$ cat config.mk
export PLATFORM = sky130hd
export DESIGN_NAME = contador_ajuste_bcd
export DESIGN_NICKNAME = d
export VERILOG_FILES = /design/src/rtl/contador_ajuste_bcd_pkg.sv /design/src/rtl/contador_ajuste_bcd_paso_bcd.sv /design/src/rtl/contador_ajuste_bcd.sv
export SDC_FILE = /design/constraint.sdc
export NUM_CORES = 1
export LEC_CHECK = 0
export ABC_AREA = 1
export CAP_MARGIN = 15
export CORE_MARGIN = 1
export CORE_UTILIZATION = 52
export DETAILED_ROUTE_END_ITERATION = 10
export GPL_ROUTABILITY_DRIVEN = 0
export PLACE_DENSITY_LB_ADDON = 0.12
export SLEW_MARGIN = 20
export SYNTH_ARGS = -nofsm -noshare
export SYNTH_HDL_FRONTEND = slang
export SYNTH_SLANG_ARGS = --single-unit
$ cat constraint.sdc
create_clock -name clk -period 2.6 [get_ports clk]
set_input_delay 0.65 -clock clk [delete_from_list [all_inputs] [get_ports clk]]
set_output_delay 0.65 -clock clk [all_outputs]
set_load 0.01 [all_outputs]
$ cat src/rtl/contador_ajuste_bcd_pkg.sv
// Shared definitions for the BCD field-adjust counter: field width, limits, FSM states
// and the BCD validity helper.
package contador_ajuste_bcd_pkg;

    localparam int BCD_W = 8;

    localparam logic [BCD_W-1:0] SEG_MAX  = 8'h59;
    localparam logic [BCD_W-1:0] MIN_MAX  = 8'h59;
    localparam logic [BCD_W-1:0] HORA_MAX = 8'h23;
    localparam logic [BCD_W-1:0] DIA_MAX  = 8'h31;

    typedef enum logic [1:0] {
        ST_IDLE   = 2'd0,
        ST_DELAY  = 2'd1,
        ST_REPEAT = 2'd2
    } estado_t;

    // True when both nibbles are decimal digits and the value lies within [lo, hi].
    function automatic logic bcd_valido(input logic [BCD_W-1:0] v,
                                        input logic [BCD_W-1:0] lo,
                                        input logic [BCD_W-1:0] hi);
        return (v[3:0] <= 4'd9) && (v[7:4] <= 4'd9) && (v >= lo) && (v <= hi);
    endfunction

endpackage

$ cat src/rtl/contador_ajuste_bcd_paso_bcd.sv
// Combinational one-step BCD up/down with carry/borrow between digits and wrap
// between MIN_VAL and MAX_VAL.
module paso_bcd
    import contador_ajuste_bcd_pkg::*;
#(
    parameter logic [BCD_W-1:0] MAX_VAL = SEG_MAX,
    parameter logic [BCD_W-1:0] MIN_VAL = 8'h00
) (
    input  logic [BCD_W-1:0] valor,
    input  logic             dir,
    output logic [BCD_W-1:0] siguiente
);

    // Next value: dir=1 counts up, dir=0 counts down.
    always_comb begin
        siguiente = valor;
        if (dir) begin
            if (valor >= MAX_VAL) begin
                siguiente = MIN_VAL;
            end else if (valor[3:0] >= 4'd9) begin
                siguiente = {valor[7:4] + 4'd1, 4'd0};
            end else begin
                siguiente = {valor[7:4], valor[3:0] + 4'd1};
            end
        end else begin
            if (valor <= MIN_VAL) begin
                siguiente = MAX_VAL;
            end else if (valor[3:0] == 4'd0) begin
                siguiente = {valor[7:4] - 4'd1, 4'd9};
            end else begin
                siguiente = {valor[7:4], valor[3:0] - 4'd1};
            end
        end
    end

endmodule

$ cat src/rtl/contador_ajuste_bcd.sv
// Push-button driven 2-digit BCD field editor with edge detect, load and 'cambio' pulse.
// Auto-repeat while a button is held is built only when AUTOREPEAT_EN is defined.
module contador_ajuste_bcd
    import contador_ajuste_bcd_pkg::*;
#(
    parameter logic [BCD_W-1:0] MAX_VAL      = SEG_MAX,
    parameter logic [BCD_W-1:0] MIN_VAL      = 8'h00,
    parameter int               REPEAT_DELAY = 25000000,
    parameter int               REPEAT_RATE  = 5000000
) (
    input  logic             clk,
    input  logic             reset,
    input  logic             incremento,
    input  logic             decremento,
    input  logic             habilitar,
    input  logic             cargar,
    input  logic [BCD_W-1:0] dato_in,
    output logic [BCD_W-1:0] valor,
    output logic             cambio
);

    if ((REPEAT_DELAY < 1) || (REPEAT_RATE < 1)) begin : g_param_chk
        $error("REPEAT_DELAY and REPEAT_RATE must be at least 1");
    end

    logic [BCD_W-1:0] valor_q, valor_d;
    logic             cambio_q, cambio_d;
    logic             inc_q, dec_q;
    logic             rise_inc_s, rise_dec_s;
    logic             paso_s;
    logic [BCD_W-1:0] siguiente_s;

    assign rise_inc_s = incremento & ~inc_q;
    assign rise_dec_s = decremento & ~dec_q;

    // Whenever a step is taken exactly one button is high, so it gives the direction.
    paso_bcd #(
        .MAX_VAL (MAX_VAL),
        .MIN_VAL (MIN_VAL)
    ) u_paso (
        .valor     (valor_q),
        .dir       (incremento),
        .siguiente (siguiente_s)
    );

`ifdef AUTOREPEAT_EN
    localparam int CNT_MAX = (REPEAT_DELAY > REPEAT_RATE) ? REPEAT_DELAY : REPEAT_RATE;
    localparam int CNT_W   = (CNT_MAX > 1) ? $clog2(CNT_MAX) : 1;
    localparam logic [CNT_W-1:0] TERM_DELAY  = CNT_W'(REPEAT_DELAY - 1);
    localparam logic [CNT_W-1:0] TERM_REPEAT = CNT_W'(REPEAT_RATE - 1);

    estado_t          estado_q, estado_d;
    logic [CNT_W-1:0] cnt_q, cnt_d;
    logic             dir_q, dir_d;
    logic             held_s;

    assign held_s = dir_q ? (incremento & ~decremento) : (decremento & ~incremento);

    // Next-state: load / disable / both-pressed override the hold FSM, which paces repeats.
    always_comb begin
        estado_d = estado_q;
        cnt_d    = cnt_q;
        dir_d    = dir_q;
        paso_s   = 1'b0;
        if (cargar || !habilitar || (incremento && decremento)) begin
            estado_d = ST_IDLE;
            cnt_d    = '0;
        end else begin
            case (estado_q)
                ST_IDLE: begin
                    if (rise_inc_s || rise_dec_s) begin
                        paso_s   = 1'b1;
                        dir_d    = rise_inc_s;
                        cnt_d    = '0;
                        estado_d = ST_DELAY;
                    end else begin
                        estado_d = ST_IDLE;
                    end
                end
                ST_DELAY, ST_REPEAT: begin
                    if (!held_s) begin
                        estado_d = ST_IDLE;
                        cnt_d    = '0;
                    end else if (cnt_q == ((estado_q == ST_DELAY) ? TERM_DELAY : TERM_REPEAT)) begin
                        paso_s   = 1'b1;
                        cnt_d    = '0;
                        estado_d = ST_REPEAT;
                    end else begin
                        cnt_d    = cnt_q + CNT_W'(1);
                    end
                end
                default: begin
                    estado_d = ST_IDLE;
                    cnt_d    = '0;
                end
            endcase
        end
    end

    // Hold FSM state, repeat counter and held-button direction.
    always_ff @(posedge clk) begin
        if (reset) begin
            estado_q <= ST_IDLE;
            cnt_q    <= '0;
            dir_q    <= 1'b0;
        end else begin
            estado_q <= estado_d;
            cnt_q    <= cnt_d;
            dir_q    <= dir_d;
        end
    end
`else
    // Step decision: one step per isolated rising edge, nothing while held.
    always_comb begin
        paso_s = 1'b0;
        if (cargar || !habilitar || (incremento && decremento)) begin
            paso_s = 1'b0;
        end else if (rise_inc_s || rise_dec_s) begin
            paso_s = 1'b1;
        end else begin
            paso_s = 1'b0;
        end
    end
`endif

    // Field value and change pulse; a load always wins over a step.
    always_comb begin
        valor_d  = valor_q;
        cambio_d = 1'b0;
        if (cargar) begin
            valor_d  = bcd_valido(dato_in, MIN_VAL, MAX_VAL) ? dato_in : MIN_VAL;
            cambio_d = 1'b1;
        end else if (paso_s) begin
            valor_d  = siguiente_s;
            cambio_d = 1'b1;
        end else begin
            valor_d  = valor_q;
            cambio_d = 1'b0;
        end
    end

    // Field, pulse and edge-detect registers.
    always_ff @(posedge clk) begin
        if (reset) begin
            valor_q  <= MIN_VAL;
            cambio_q <= 1'b0;
            inc_q    <= 1'b0;
            dec_q    <= 1'b0;
        end else begin
            valor_q  <= valor_d;
            cambio_q <= cambio_d;
            inc_q    <= incremento;
            dec_q    <= decremento;
        end
    end

    assign valor  = valor_q;
    assign cambio = cambio_q;

endmodule
==> impl_metrics.csv, run 1 <==
group,metric,value,unit
floorplan,io_pins,23,
drt,antenna_left,0,
floorplan,core.rowCount,14,
power_and_ir_drop,power.switching,0.0002157,W
drt,firstDrtPassIters,4,
power_and_ir_drop,static-leakage-power,0.5639,nW
timing,tightest_slew,0.4201,ns
critical_path,worstSetupPathType,"flop to output port",
drt,via_per_inst,5.078,
final_layout,final_cells,192,
critical_path,critPathMaxFanout,7,
final_layout,drive_above_1_share,0.1071,
critical_path,cp_top_family,"buffers and inverters",
timing,fmax,488.1,MHz
final_layout,finalCoreUtilization,0.7520,
clocking,cts_setup_buffers,0,
floorplan,die_area,1968,um2
drt,drt_iter0_drc,34,
global_route,antenna_found_initial,0,
placed_design,dpl-instance-area,1172,um2
synthesis,synth_seq_cells,11,
min_path,hp-start,"valor[2]",
synthesis,syn_inst,143,
final_layout,area_growth,28.42,%
final_layout,nets,190,
clocking,cts_buffer_depth,2,
clocking,cts-resized-gates,0,
power_and_ir_drop,ir_worst_vdd,0.3870,mV
timing,post-route-min-period,2.049,ns
synthesis,synth_compound_area_frac,0.1273,
critical_path,crit_required,1.95,ns
power_and_ir_drop,p_sw_frac,0.3837,
final_layout,final_common_cell,"nand2_1",
floorplan,fp.dieH,44.37,um
timing,hold_violations,0,
critical_path,r2r-start,"valor[0]",
clocking,cts_hold_buf,0,
clocking,root_buffer,"clkbuf_4",
timing,period_share,0.7880,
clocking,cts_tree,"built",
final_layout,design_area,1199,um2
final_layout,antenna_cells,0,
drt,wl,2113,um
critical_path,crit_chain,"clkdlybuf4s50_1",
run,drv_cap,0,
clocking,cts.sinks,11,
critical_path,startpoint,"valor[6]",
critical_path,cp_num_buf_inv,1,
power_and_ir_drop,power.internal,0.0003465,W
synthesis,syn_nets,164,
synthesis,synth-simple-area-share,0.3968,
critical_path,cp-start-kind,"flop",
power_and_ir_drop,power_density,469.0,nW/um2
synthesis,synth_xor_area_frac,0.03753,
drt,wl_per_cell,11.01,um
global_route,overflow,0,
timing,setup-tns-final,0,ns
synthesis,synth_top_family_by_area,"simple AND/OR/NAND/NOR gates",
floorplan,initial_core_util,0.5856,
drt,vias,975,
floorplan,coreArea,1594,um2
synthesis,synthDistinctLibCells,23,
power_and_ir_drop,seqPwrFrac,0.374,
placed_design,dp.cells,188,
critical_path,critPathArrivalTime,1.40,ns
power_and_ir_drop,clockPowerShare,0.226,
synthesis,yosysWarnings,0,
clocking,htreeDepth,1,
critical_path,critPathMaxStageDelay,0.60,ns
floorplan,die_x,44.37,um
drt,drc,0,
global_route,grt_pass1_vias,813,
timing,slew_headroom,0.7181,
clocking,clkSlewWorstSetupHoldPaths,0.08,ns
final_layout,mostFrequentLayoutCells,"nand2_1 (24), inv_1 (22), clkdlybuf4s50_1 (22)",
global_route,grt_pass1_wl,3443,um
global_route,track_usage,0.2445,
synthesis,syn_avg_cell_area,6.527,um2
clocking,worstSkewPairLatency,0.28,ns
status,status,"finished clean",
timing,grt_setup_unrepaired,"false",
synthesis,netlist_area,933.4,um2
synthesis,ys_seq_area_frac,0.2359,
power_and_ir_drop,combPwrFrac,0.401,
placed_design,hpwlAfterDp,1641,um
timing,finalSetupViolations,0,
timing,skew,0.003021,ns
synthesis,synthAdderAreaFrac,0.09383,
timing,drv_slew,0,
placed_design,port_buffers,22,
clocking,numCtsBuffers,3,
critical_path,critPathSlowestCell,"clkdlybuf4s50_1",
synthesis,synthMuxAreaShare,0,
global_route,grt_max_degree,11,
critical_path,worstSetupEndpointType,"output port",
min_path,hp-class,"flop to flop",
-- Yosys cell counts, drive strengths merged --
library cell  number  area (um2)
nor2              24       102.6
nor3               1       5.000
inv               24       90.09
ha                 7       87.58
buf                1       11.26
a21oi              8       55.06
o21a               1       7.510
xor2               3       26.28
nand4              2       12.51
nand2             28       120.1
dfxtp             11       220.2
o21ai             10       50.05
a31oi              1       6.260
nand3             21       130.1
xnor2              1       8.760
-- layer usage --
layer | track usage | vias up | part of all wire
met5 | 0 | - | 0
met4 | 0.1576 | 0 | 0.032
li1 | - | 505 | -
met1 | 0.3249 | 418 | 0.47
met2 | 0.3676 | 43 | 0.43
met3 | 0.03673 | 9 | 0.062
-- power by group through the flow --
stage	clock network, W	logic, W	registers, W
floorplan	0	0.000146	0.000213
global placement	0	0.000219	0.000213
detailed placement	0	0.000223	0.000214
CTS	0.000131	0.000225	0.000210
global route	0.000133	0.000254	0.000213
finish	0.000127	0.000225	0.000210
-- final timing paths --
kind         endpoint  cells past startpoint  slack (ns)
min          valor[2]                      2        0.62
min reg2reg  valor[2]                      2        0.62
max reg2reg  valor[7]                      8        0.98
max          valor[6]                      1        0.55
-- flip-flops by register name, indices dropped and copies added, names as in the netlist --
signal / count
cambio: 1
valor: 8
inc_q: 1
dec_q: 1
-- through the flow --
stage	setup WS, ns	total power (W)	hold WS [ns]
6_report	0.5513	0.0005622	0.6181
4_1_cts	0.5403	0.0005650	0.6207
3_5_place_dp	0.5040	0.0004369	0.6007
3_3_place_gp	0.5770	0.0004316	0.5833
2_1_floorplan	1.172	0.0003594	0.5969
5_1_grt	0.4802	0.0005994	0.6783
-- kinds of logic (layout without fill, tap and decap cells) --
group,count (synthesis),in the layout
xor gates and xnor gates,4,4
and+or+nand+nor,76,76
adders and majority gates,7,7
AOI/OAI and AO/OA,20,20
buffers and inverters,25,50
DFF,11,11
-- layout make-up --
cell class / instances / area, um2
repair buffers: 22 / 220.2
inverters: 24 / 90.09
clock buffers: 4 / 26.28
fillers: 138 / 395.4
flip-flops and latches: 11 / 220.2
well taps: 24 / 30.03
multi-input cells: 107 / 611.8
No activity file was read; power rests on OpenSTA's default activity.
==> inputs of run 2 (changes only) <==
CORE_UTILIZATION = 44   (was 52)
clock period = 1.84 ns   (was 2.6 ns; I/O delays follow)
==> run 2 against run 1 <==
Net effect: register-to-register slack lost 0.70 ns; worst setup slack lost 0.47 ns; core utilization shrank 13 points; first-iteration DRC count shrank 24%; sequential power grew 40%; routed wire length grew 3.2%; clock power grew 34%; die area grew 17%.
==> impl_metrics.csv, run 2 (synthesized netlist as in run 1, its figures left out) <==
group,metric,value,unit
critical_path,critPathMaxFanout,6,
timing,fmax,567.6,MHz
timing,period_share,0.9574,
clocking,cts.sinks,11,
final_layout,finalCoreUtilization,0.6199,
critical_path,r2r-start,"valor[1]",
final_layout,antenna_cells,0,
final_layout,multi_input_area,611.8,um2
placed_design,hpwlAfterDp,1746,um
min_path,hp-class,"flop to flop",
drt,wl,2180,um
run,drv_cap,0,
global_route,track_usage,0.2189,
critical_path,cp_top_family,"buffers and inverters",
clocking,cts_buffer_depth,2,
drt,firstDrtPassIters,4,
critical_path,cp_num_buf_inv,1,
clocking,numCtsBuffers,3,
clocking,cts_tree,"built",
clocking,htreeDepth,1,
critical_path,reg2reg_to,"valor[7]",
clocking,root_buffer,"clkbuf_4",
drt,vias,991,
timing,skew,0.003359,ns
floorplan,coreArea,1982,um2
final_layout,n_fill_cell,178,
floorplan,die_area,2310,um2
critical_path,reg2reg_depth,8,
drt,drt_iter0_drc,26,
timing,grt_setup_unrepaired,"false",
floorplan,io_pins,23,
critical_path,crit_required,1.38,ns
clocking,cts-resized-gates,0,
global_route,grt_pass1_vias,881,
critical_path,r2r_slack,0.28,ns
global_route,grt_max_degree,11,
floorplan,core.rowCount,16,
status,status,"finished clean",
critical_path,worstSetupPathType,"flop to output port",
clocking,cts_hold_buf,0,
final_layout,final-seq-area,222.7,um2
critical_path,critPathArrivalTime,1.30,ns
power_and_ir_drop,power_density,645.3,nW/um2
clocking,cts_setup_buffers,0,
floorplan,die_x,48.06,um
timing,tightest_slew,0.2905,ns
min_path,hp-start,"valor[0]",
power_and_ir_drop,ir_worst_vdd,0.2942,mV
final_layout,drive_above_1_share,0.1404,
global_route,antenna_found_initial,0,
timing,drv_slew,0,
global_route,overflow,0,
final_layout,final_common_cell,"nand2_1",
drt,drc,0,
drt,wl_per_cell,11.01,um
critical_path,cp-start-kind,"flop",
timing,whs,0.6062,ns
timing,setup-tns-final,0,ns
final_layout,mostFrequentLayoutCells,"nand2_1 (24), inv_1 (22), clkdlybuf4s50_1 (22)",
timing,finalSetupViolations,0,
final_layout,regMostFlops,"valor",
final_layout,area_growth,31.64,%
placed_design,port_buffers,22,
timing,hold_violations,0,
min_path,holdPathEnd,"valor[0]",
final_layout,nets,193,
power_and_ir_drop,static-leakage-power,0.5822,nW
global_route,grt_pass1_wl,3498,um
floorplan,initial_core_util,0.4710,
min_path,holdPathStages,2,
timing,post-route-min-period,1.762,ns
placed_design,pre_cts_slack,-0.05813,ns
timing,slew_headroom,0.8056,
critical_path,critPathSlowestCell,"clkdlybuf4s50_1",
clocking,clkSlewWorstSetupHoldPaths,0.08,ns
drt,antenna_left,0,
drt,via_per_inst,5.005,
critical_path,critPathMaxStageDelay,0.59,ns
clocking,worstSkewPairLatency,0.27,ns
timing,setup_slack,0.07830,ns
critical_path,worstSetupEndpointType,"output port",
final_layout,largest_reg_flops,8,
critical_path,crit_chain,"clkdlybuf4s50_1",
floorplan,fp.dieH,48.06,um
-- run 2: worst max path at each step --
stage,end,from,depth (start not counted)
floorplan,valor[7],valor[0],8
global placement,valor[7],incremento,8
detailed placement,valor[3],cargar,6
CTS,valor[0],valor[0],1
global route,valor[7],valor[7],1
finish,valor[4],valor[4],1
-- run 2: where the power goes --
| part | total (W) | internal [W] | switching, W | leakage (nW) |
|---|---|---|---|---|
| sequential | 0.000293 | 0.000262 | 0.0000306 | 0.0917 |
| clock | 0.000170 | 0.0000804 | 0.0000898 | 0.0177 |
| combinational | 0.000330 | 0.000150 | 0.000180 | 0.473 |
-- run 2: cell type report --
type	instances	area share
clock inverter	1	0.004073
clock buffer	3	0.01833
tap	27	0.02749
sequential	11	0.1813
multi-input combinational	107	0.4980
timing repair buffer	25	0.1976
inverter	24	0.07332
-- run 2: metal layers --
metal  up-vias  share of wire  track usage
met2        31           0.48       0.3676
met5         -              0            0
met4         0         0.0083      0.07778
met1       444           0.45       0.2752
met3         2          0.061      0.04528
li1        514              -            -
-- run 2: per-stage QoR --
step | instances | instance area [um2] | total power, W
after floorplan | 143 | 933.4 | 0.0005078
after global placement | 194 | 1199 | 0.0006202
after detailed placement | 194 | 1199 | 0.0006269
after CTS | 198 | 1226 | 0.0007998
after global routing | 198 | 1229 | 0.0008614
final | 198 | 1229 | 0.0007928
==> inputs of run 3 (changes only) <==
CORE_UTILIZATION = 46   (was 44)
CTS_BUF_LIST = sky130_fd_sc_hd__clkbuf_4 sky130_fd_sc_hd__clkbuf_8   (was unset)
==> run 3 against run 2 <==
Net effect: non-clock buffer count unchanged; clock skew shrank 0.0029 ns; largest cell class unchanged; cell count down 1.0%; cell area decreased by 0.10%; combinational power about the same; critical path depth unchanged; clock power grew 10%; critical path type unchanged; routed wire length rose by 3.0%; die area fell by 4.2%; core utilization rose by 5.4 points.
==> impl_metrics.csv, run 3 (synthesized netlist as in run 1, its figures left out) <==
group,metric,value,unit
global_route,grt_pass1_wl,3629,um
critical_path,cp_top_family,"buffers and inverters",
final_layout,largest_reg_flops,8,
final_layout,drive_above_1_share,0.1345,
final_layout,final-seq-area,221.5,um2
timing,grt_setup_unrepaired,"false",
critical_path,critPathMaxStageDelay,0.59,ns
final_layout,area_growth,31.50,%
final_layout,n_fill_cell,163,
floorplan,initial_core_util,0.5127,
critical_path,critPathMaxFanout,7,
drt,via_per_inst,4.918,
clocking,cts_hold_buf,0,
global_route,antenna_found_initial,0,
critical_path,crit_chain,"clkdlybuf4s50_1",
final_layout,regMostFlops,"valor",
critical_path,critPathArrivalTime,1.33,ns
timing,period_share,0.9708,
global_route,grt_max_degree,11,
global_route,overflow,0,
final_layout,multi_input_area,611.8,um2
critical_path,cp_num_buf_inv,1,
floorplan,coreArea,1821,um2
final_layout,final_common_cell,"nand2_1",
final_layout,mostFrequentLayoutCells,"nand2_1 (24), inv_1 (22), clkdlybuf4s50_1 (22)",
final_layout,antenna_cells,0,
drt,firstDrtPassIters,4,
timing,whs,0.6029,ns
floorplan,fp.dieH,47.05,um
drt,wl,2245,um
drt,vias,964,
floorplan,core.rowCount,15,
timing,drv_slew,0,
timing,skew,0.0004464,ns
timing,post-route-min-period,1.786,ns
power_and_ir_drop,static-leakage-power,0.5826,nW
drt,antenna_left,0,
clocking,cts_tree,"built",
timing,hold_violations,0,
critical_path,cp-start-kind,"flop",
timing,finalSetupViolations,0,
status,status,"finished clean",
floorplan,io_pins,23,
clocking,cts_buffer_depth,2,
run,drv_cap,0,
power_and_ir_drop,power_density,663.0,nW/um2
drt,drc,0,
clocking,root_buffer,"clkbuf_4",
timing,fmax,559.8,MHz
floorplan,die_x,47.05,um
power_and_ir_drop,ir_worst_vdd,0.3608,mV
clocking,cts_setup_buffers,0,
timing,tightest_slew,0.2863,ns
clocking,cts.sinks,11,
clocking,clkSlewWorstSetupHoldPaths,0.08,ns
placed_design,port_buffers,22,
drt,drt_iter0_drc,26,
timing,slew_headroom,0.8089,
floorplan,die_area,2213,um2
critical_path,worstSetupPathType,"flop to output port",
final_layout,nets,193,
placed_design,hpwlAfterDp,1737,um
clocking,htreeDepth,1,
power_and_ir_drop,finalPower,0.0008138,W
min_path,hp-class,"flop to flop",
critical_path,crit_required,1.38,ns
critical_path,critPathSlowestCell,"clkdlybuf4s50_1",
clocking,worstSkewPairLatency,0.27,ns
clocking,numCtsBuffers,3,
global_route,track_usage,0.2319,
global_route,grt_pass1_vias,893,
critical_path,worstSetupEndpointType,"output port",
drt,wl_per_cell,11.45,um
-- run 3: cell count changes in the layout (fill, tap and decap cells not counted) --
cell	before	now
clkbuf_4	3	4
clkinv_2	1	0
dfxtp_1	9	10
dfxtp_2	2	1
-- run 3: repair_timing --
action                                 CTS  global route
setup endpoints to repair                0             1
endpoints found under the hold margin    0             0
resized for setup                        0             1
-- run 3: final timing paths --
path / startpoint / to / slack [ns] / depth (start not counted)
min: valor[0] / valor[0] / 0.60 / 2
max reg2reg: valor[1] / valor[7] / 0.29 / 8
min reg2reg: valor[0] / valor[0] / 0.60 / 2
max: valor[3] / valor[3] / 0.05 / 1
-- run 3: report_power, final --
group / internal [W] / switching [W] / total [W]
clock: 0.0000987 / 0.0000887 / 0.000187
sequential: 0.000262 / 0.0000316 / 0.000293
combinational: 0.000150 / 0.000183 / 0.000333
total: 0.000511 / 0.000303 / 0.000814
-- run 3: through the flow --
stage	worst slack, ns	area, um2	TNS, ns	utilization	cells
floorplan	0.4125	933.4	0	-	143
global placement	-0.02007	1196	-0.06363	0.6570	192
detailed placement	-0.04650	1196	-0.1578	0.6570	192
CTS	0.03121	1226	0	0.6735	196
global route	0.01658	1227	0	0.6742	196
finish	0.05370	1227	0	0.6742	196
-- run 3: per-layer routing --
layer | vias to the layer above | track usage | wire length [um]
li1 | 513 | - | -
met1 | 410 | 0.3095 | 1089
met2 | 33 | 0.3722 | 1007
met3 | 8 | 0.03462 | 94
met4 | 0 | 0.09714 | 53
met5 | - | 0 | 0
-- run 3: area by class of cell --
type / instances / share of cell area
multi-input cells: 107 / 0.4985
repair buffers: 25 / 0.1978
flip-flops and latches: 11 / 0.1804
inverters: 24 / 0.07339
well taps: 25 / 0.02548
clock buffers: 4 / 0.02446
